### config.mk
export PLATFORM = sky130hd
export DESIGN_NAME = dcache_refill_ctrl
export DESIGN_NICKNAME = d
export VERILOG_FILES = /design/src/rtl/dcache_refill_ctrl.sv
export SDC_FILE = /design/constraint.sdc
export NUM_CORES = 1
export LEC_CHECK = 0
export CORE_AREA = 2 2 235 237
export CTS_CLUSTER_SIZE = 28
export DETAILED_ROUTE_END_ITERATION = 16
export DIE_AREA = 0 0 237 239
export PLACE_DENSITY = 0.76
export RECOVER_POWER = 25
export SKIP_CTS_REPAIR_TIMING = 1
export SYNTH_ARGS = -nofsm -noshare
export SYNTH_HDL_FRONTEND = slang
export SYNTH_SLANG_ARGS = --single-unit
### constraint.sdc
create_clock -name clk -period 14.77 [get_ports clk]
set_input_delay 2.954 -clock clk [delete_from_list [all_inputs] [get_ports clk]]
set_output_delay 2.954 -clock clk [all_outputs]
set_load 0.02 [all_outputs]
### src/rtl/dcache_refill_ctrl.sv
// Data-cache miss engine: optional dirty-victim writeback, then a 4-beat line refill.
// Optional feature macro: REFILL_EARLY_RESTART_EN (adds crit_valid/crit_data early-restart outputs).
module dcache_refill_ctrl #(
    parameter logic [2:0]  LINE_TYPE = 3'b100,
    parameter int unsigned WB_GUARD  = 1
) (
    input  logic         clk,
    input  logic         reset,
    input  logic         miss_req,
    input  logic [31:0]  miss_addr,
    input  logic         miss_dirty,
    input  logic [31:0]  victim_addr,
    input  logic [127:0] victim_data,
    output logic         miss_ready,
    output logic         refill_valid,
    output logic [31:0]  refill_addr,
    output logic [127:0] refill_data,
    output logic         refill_err,
    output logic         rd_req,
    output logic [2:0]   rd_type,
    output logic [31:0]  rd_addr,
    input  logic         rd_rdy,
    input  logic         ret_valid,
    input  logic         ret_last,
    input  logic [31:0]  ret_data,
    output logic         wr_req,
    output logic [2:0]   wr_type,
    output logic [31:0]  wr_addr,
    output logic [3:0]   wr_wstrb,
    output logic [127:0] wr_data,
    input  logic         wr_rdy
`ifdef REFILL_EARLY_RESTART_EN
    ,
    output logic         crit_valid,
    output logic [31:0]  crit_data
`endif
);

    localparam logic [2:0] IDLE    = 3'd0;
    localparam logic [2:0] WB_REQ  = 3'd1;
    localparam logic [2:0] WB_WAIT = 3'd2;
    localparam logic [2:0] RD_REQ  = 3'd3;
    localparam logic [2:0] REFILL  = 3'd4;
    localparam logic [2:0] DONE    = 3'd5;

    localparam logic [1:0] GUARD_MAX = 2'(WB_GUARD);

    logic [2:0]   state_q, state_d;
    logic [27:0]  lineAddr_q;
    logic [1:0]   critIdx_q;
    logic [27:0]  victimAddr_q;
    logic [127:0] victimData_q;
    logic [127:0] buf_q;
    logic [127:0] refillData_q;
    logic [1:0]   cnt_q;
    logic [1:0]   guard_q;
    logic         err_q;

    logic         accept;
    logic         wrHandshake;
    logic         rdHandshake;
    logic         refillBeat;
    logic         beatDone;
    logic         beatErr;
    logic         guardDone;
    logic [127:0] lineNext;

    assign accept      = (state_q == IDLE) && miss_req;
    assign wrHandshake = (state_q == WB_REQ) && wr_rdy;
    assign rdHandshake = (state_q == RD_REQ) && rd_rdy;
    assign refillBeat  = (state_q == REFILL) && ret_valid;
    assign beatDone    = refillBeat && (ret_last || (cnt_q == 2'd3));
    assign beatErr     = ret_last != (cnt_q == 2'd3);
    assign guardDone   = (guard_q == GUARD_MAX);

    always_comb begin
        lineNext = buf_q;
        case (cnt_q)
            2'd0:    lineNext[31:0]   = ret_data;
            2'd1:    lineNext[63:32]  = ret_data;
            2'd2:    lineNext[95:64]  = ret_data;
            default: lineNext[127:96] = ret_data;
        endcase
    end

    always_comb begin
        state_d = state_q;
        case (state_q)
            IDLE:    if (miss_req) state_d = miss_dirty ? WB_REQ : RD_REQ;
            WB_REQ:  if (wr_rdy) state_d = WB_WAIT;
            // The bridge drops wr_rdy only a cycle after acceptance, so its value is
            // meaningless until the guard window has passed.
            WB_WAIT: if (guardDone && wr_rdy) state_d = RD_REQ;
            RD_REQ:  if (rd_rdy) state_d = REFILL;
            REFILL:  if (beatDone) state_d = DONE;
            DONE:    state_d = IDLE;
            default: state_d = IDLE;
        endcase
    end

    always_ff @(posedge clk or posedge reset) begin
        if (reset) begin
            state_q      <= IDLE;
            lineAddr_q   <= '0;
            critIdx_q    <= '0;
            victimAddr_q <= '0;
            victimData_q <= '0;
            buf_q        <= '0;
            refillData_q <= '0;
            cnt_q        <= '0;
            guard_q      <= '0;
            err_q        <= 1'b0;
        end else begin
            state_q <= state_d;
            if (accept) begin
                lineAddr_q   <= miss_addr[31:4];
                critIdx_q    <= miss_addr[3:2];
                victimAddr_q <= victim_addr[31:4];
                victimData_q <= victim_data;
                buf_q        <= '0;
                cnt_q        <= '0;
            end
            if (refillBeat) begin
                buf_q <= lineNext;
                cnt_q <= cnt_q + 2'd1;
            end
            // A short or overlong burst still completes the line; the error is sticky.
            if (beatDone) begin
                refillData_q <= lineNext;
                if (beatErr) err_q <= 1'b1;
            end
            if (wrHandshake) begin
                guard_q <= '0;
            end else if ((state_q == WB_WAIT) && !guardDone) begin
                guard_q <= guard_q + 2'd1;
            end
        end
    end

`ifdef REFILL_EARLY_RESTART_EN
    logic        critValid_q;
    logic        critDone_q;
    logic [31:0] critData_q;
    logic        critFire;

    assign critFire = refillBeat && (cnt_q == critIdx_q) && !critDone_q;

    // The requested word is forwarded once per miss, as soon as its beat lands.
    always_ff @(posedge clk or posedge reset) begin
        if (reset) begin
            critValid_q <= 1'b0;
            critDone_q  <= 1'b0;
            critData_q  <= '0;
        end else begin
            critValid_q <= critFire;
            if (accept) critDone_q <= 1'b0;
            if (critFire) begin
                critDone_q <= 1'b1;
                critData_q <= ret_data;
            end
        end
    end

    assign crit_valid = critValid_q;
    assign crit_data  = critData_q;
`endif

    assign miss_ready   = (state_q == IDLE);
    assign refill_valid = (state_q == DONE);
    assign refill_addr  = {lineAddr_q, 4'b0000};
    assign refill_data  = refillData_q;
    assign refill_err   = err_q;

    assign rd_req   = (state_q == RD_REQ);
    assign rd_type  = rd_req ? LINE_TYPE : 3'b000;
    assign rd_addr  = {lineAddr_q, 4'b0000};

    assign wr_req   = (state_q == WB_REQ);
    assign wr_type  = wr_req ? LINE_TYPE : 3'b000;
    assign wr_wstrb = wr_req ? 4'hF : 4'h0;
    assign wr_addr  = {victimAddr_q, 4'b0000};
    assign wr_data  = victimData_q;

endmodule

==> impl_metrics.py <==
metrics = {
    "sta": {
        "final.setup_skew_ps": 26.2,
        "final_setup_vio_count": 0,
        "final.setup.tns_ps": 0,
        "min_period_over_period": 0.520,
        "timing_hold_violations_final": 0,
        "worstMarginPinSlew_ps": 4060,
        "maxSlewHeadroom": -1.71,
        "post-route-min-period_ps": 7680,
        "fmax_mhz": 130,
        "timing.final.max_slew_violations": 126,
        "grt_setup_unrepaired": "no",
    },
    "place": {
        "placement.io_buffers": 574,
        "dp.cells": 2517,
        "gpl.final_weighted_congestion": 0.829,
        "placed_cell_area_um2": 24900,
        "place.detailed.hpwl_um": 44200,
    },
    "power_and_ir_drop": {
        "power_density_cells_nw_per_um2": 206,
        "tot_pwr_mw": 5.46,
        "power.static_leakage_nw": 11.7,
        "peakVddDrop_mv": 0.102,
    },
    "clock_network": {
        "clk_pin_slew_worst_paths_ps": 60,
        "clock_tree_from_tritoncts": "yes",
        "h_tree_depth": 2,
        "clock_insertion_delay_worst_skew_ps": 590,
        "clkSinkCount": 448,
        "clock_tree.root_cell": "clkbuf_16",
        "bufs_on_longest_clock_path": 3,
        "tritoncts.num_buffers": 51,
    },
    "grt": {
        "grt_max_degree": 161,
        "grt_pass1_vias": 13901,
        "first_pass_grt_wire_length_um": 96200,
        "grt_antenna_before_repair": 15,
        "grt_overflow_total": 0,
        "overall_global_routing_resource_usage": 0.228,
    },
    "routing": {
        "drt_iter0_drc": 806,
        "antenna_left": 0,
        "drt-wirelength-per-cell_um": 25.3,
        "drc_violation_count_after_routing": 0,
        "routed-via-count": 13551,
        "detail_route.wirelength_um": 66000,
        "drt_first_pass_iters": 5,
        "vias_per_cell": 5.19,
    },
    "outcome": {
        "violations_in_the_final_reports": "max-capacitance violations, max-slew violations",
        "run_status": "finished with violations",
    },
    "layout": {
        "most_common_library_cell_in_the_layout_ignoring_fill_and_taps": "clkdlybuf4s50_1",
        "fin_cells": 2610,
        "post_route_cells_drive_above_1_share": 0.143,
        "synthToLayoutAreaGrowth_pct": 39.3,
        "layout_common_cells": "clkdlybuf4s50_1, dfrtp_1, o21ai_0, a22o_1",
        "layout.filler_cells": 4635,
        "ff_latch_area_um2": 11200,
        "multi_input_gate_area_um2": 6800,
        "final_nets": 2104,
        "layout.cell_area.non_filler_um2": 26500,
    },
    "yosys": {
        "ys.flop_type": "dfrtp_1",
        "synthesis.instances": 1400,
        "post-synth-top-area-cell": "dfrtp_1",
        "synth.avg_cell_area_um2": 13.6,
        "netlist.area_leader.share": 0.590,
        "synth-seq-area-share": 0.590,
        "synth-async-reset-ratio": 1.00,
        "netlist_area_um2": 19000,
        "post_synth_edffs": 0,
        "yosysWarningCount": 0,
        "yosys_cell_types": 37,
        "post_synth_main_area_contributors": "dfrtp_1, mux2_4, o21ai_0",
        "synth_seq_cells": 448,
    },
    "floorplanning": {
        "core_area_um2": 54300,
        "die_outline_height_um": 239,
        "ioPinCount": 599,
        "start_util": 0.350,
        "dieWidth_um": 237,
        "fp.dieArea_um2": 56600,
        "rows": 86,
    },
    "critical_path": {
        "timing.critical_path.cells": "dlygate4sd3_1, clkinvlp_2, clkbuf_1, buf_4",
        "critical_path_peak_fanout": 77,
        "cpPeakStageDelay_ps": 2890,
        "worstSetupPathType": "input pin to asynchronous set/reset pin",
        "cp-start-kind": "input pin",
        "crit_start": "reset",
        "cp_data_arrival_time_ps": 8240,
        "crit_path_end_kind": "asynchronous set/reset pin",
        "crit_slowest_cell": "clkbuf_1",
        "rr_startpoint": "state_q[2]$_DFFE_PP0P_",
        "required_ps": 15330,
    },
    "min_path": {
        "worst_hold_path_type": "flip-flop to flip-flop",
        "holdCritStartpoint": "refill_err$_DFFE_PP0P_",
    },
    "flow_run": {
        "cap_viol_max_count": 2,
    },
}
==> layout make-up <==
class,count,area share
Inverter,12,0.00175
Tap cell,704,0.0333
Clock inverter,16,0.00648
Antenna cell,3,0.000284
Timing Repair Buffer,589,0.222
Clock buffer,74,0.0556
Sequential cell,448,0.424
Multi-Input combinational cell,764,0.257
==> critical path, delay by kind of cell <==
kind / cells / cell delay, ps
buf+inv: 4 / 5150
==> metal layers <==
metal | track usage | vias to the layer above | routed length [µm]
met2 | 0.357 | 548 | 30600
met4 | 0.0838 | 18 | 2440
met1 | 0.295 | 6966 | 26900
met5 | 0 | - | 105
li1 | - | 5903 | -
met3 | 0.0766 | 116 | 5950
==> kinds of logic (layout without fill, tap and decap cells) <==
logic type | Yosys count | count (layout) | share of synthesized area
AOI/OAI and AO/OA | 403 | 403 | 0.133
adders and majority gates | 6 | 6 | 0.00395
buffers and inverters | 203 | 691 | 0.0577
DFF | 448 | 448 | 0.590
muxes | 314 | 314 | 0.207
other | 1 | 19 | 0.000197
and+or+nand+nor | 25 | 25 | 0.00797
==> final timing paths <==
| check | depth (start not counted) | end | slack (ps) |
|---|---|---|---|
| worst max-delay path | 4 | victimAddr_q[21]$_DFFE_PP0P_ | 7090 |
| worst min-delay path | 1 | refill_err$_DFFE_PP0P_ | 470 |
| worst max register to register | 3 | victimAddr_q[20]$_DFFE_PP0P_ | 10780 |
| worst min register to register | 1 | refill_err$_DFFE_PP0P_ | 470 |
| max in group clk | 4 | victimAddr_q[20]$_DFFE_PP0P_ | 8510 |
| min in group asynchronous | 2 | victimAddr_q[2]$_DFFE_PP0P_ | 3010 |
==> through the flow <==
stage / util / hold slack (ps) / worst slack [ps]
5_1_grt: 0.487 / 504 / 6190
3_3_place_gp: 0.458 / 454 / 8980
4_1_cts: 0.488 / 472 / 9090
6_report: 0.487 / 467 / 7090
3_5_place_dp: 0.458 / 454 / 8800
2_1_floorplan: - / 465 / 5760
==> synthesized netlist by cell type (2+ instances only) <==
| master | n |
|---|---|
| nand3_1 | 2 |
| and3_1 | 4 |
| o21ai_0 | 261 |
| buf_2 | 6 |
| nor2_1 | 7 |
| mux2_4 | 149 |
| inv_1 | 12 |
| nand2_1 | 2 |
| and3b_1 | 2 |
| clkbuf_1 | 83 |
| buf_1 | 34 |
| mux2i_1 | 129 |
| buf_4 | 50 |
| o21ai_1 | 4 |
| dfrtp_1 | 448 |
| ha_1 | 6 |
| mux2_2 | 36 |
| buf_6 | 17 |
| a22o_1 | 130 |
==> where the power goes <==
group	total, mW	internal (mW)	leakage [nW]	switching [mW]
sequential	1.84	1.60	5.83	0.241
clock	1.26	0.741	0.809	0.521
combinational	2.36	1.19	5.05	1.17
==> sequential cells by signal, indices dropped and copies added, names as in the netlist <==
name and cells:
buf_q 128, guard_q 2, refill_err 1, lineAddr_q 28, state_q 3, refill_data 128, wr_data 128, victimAddr_q 28
cnt_q 2
(Power assumes the default switching activity.)
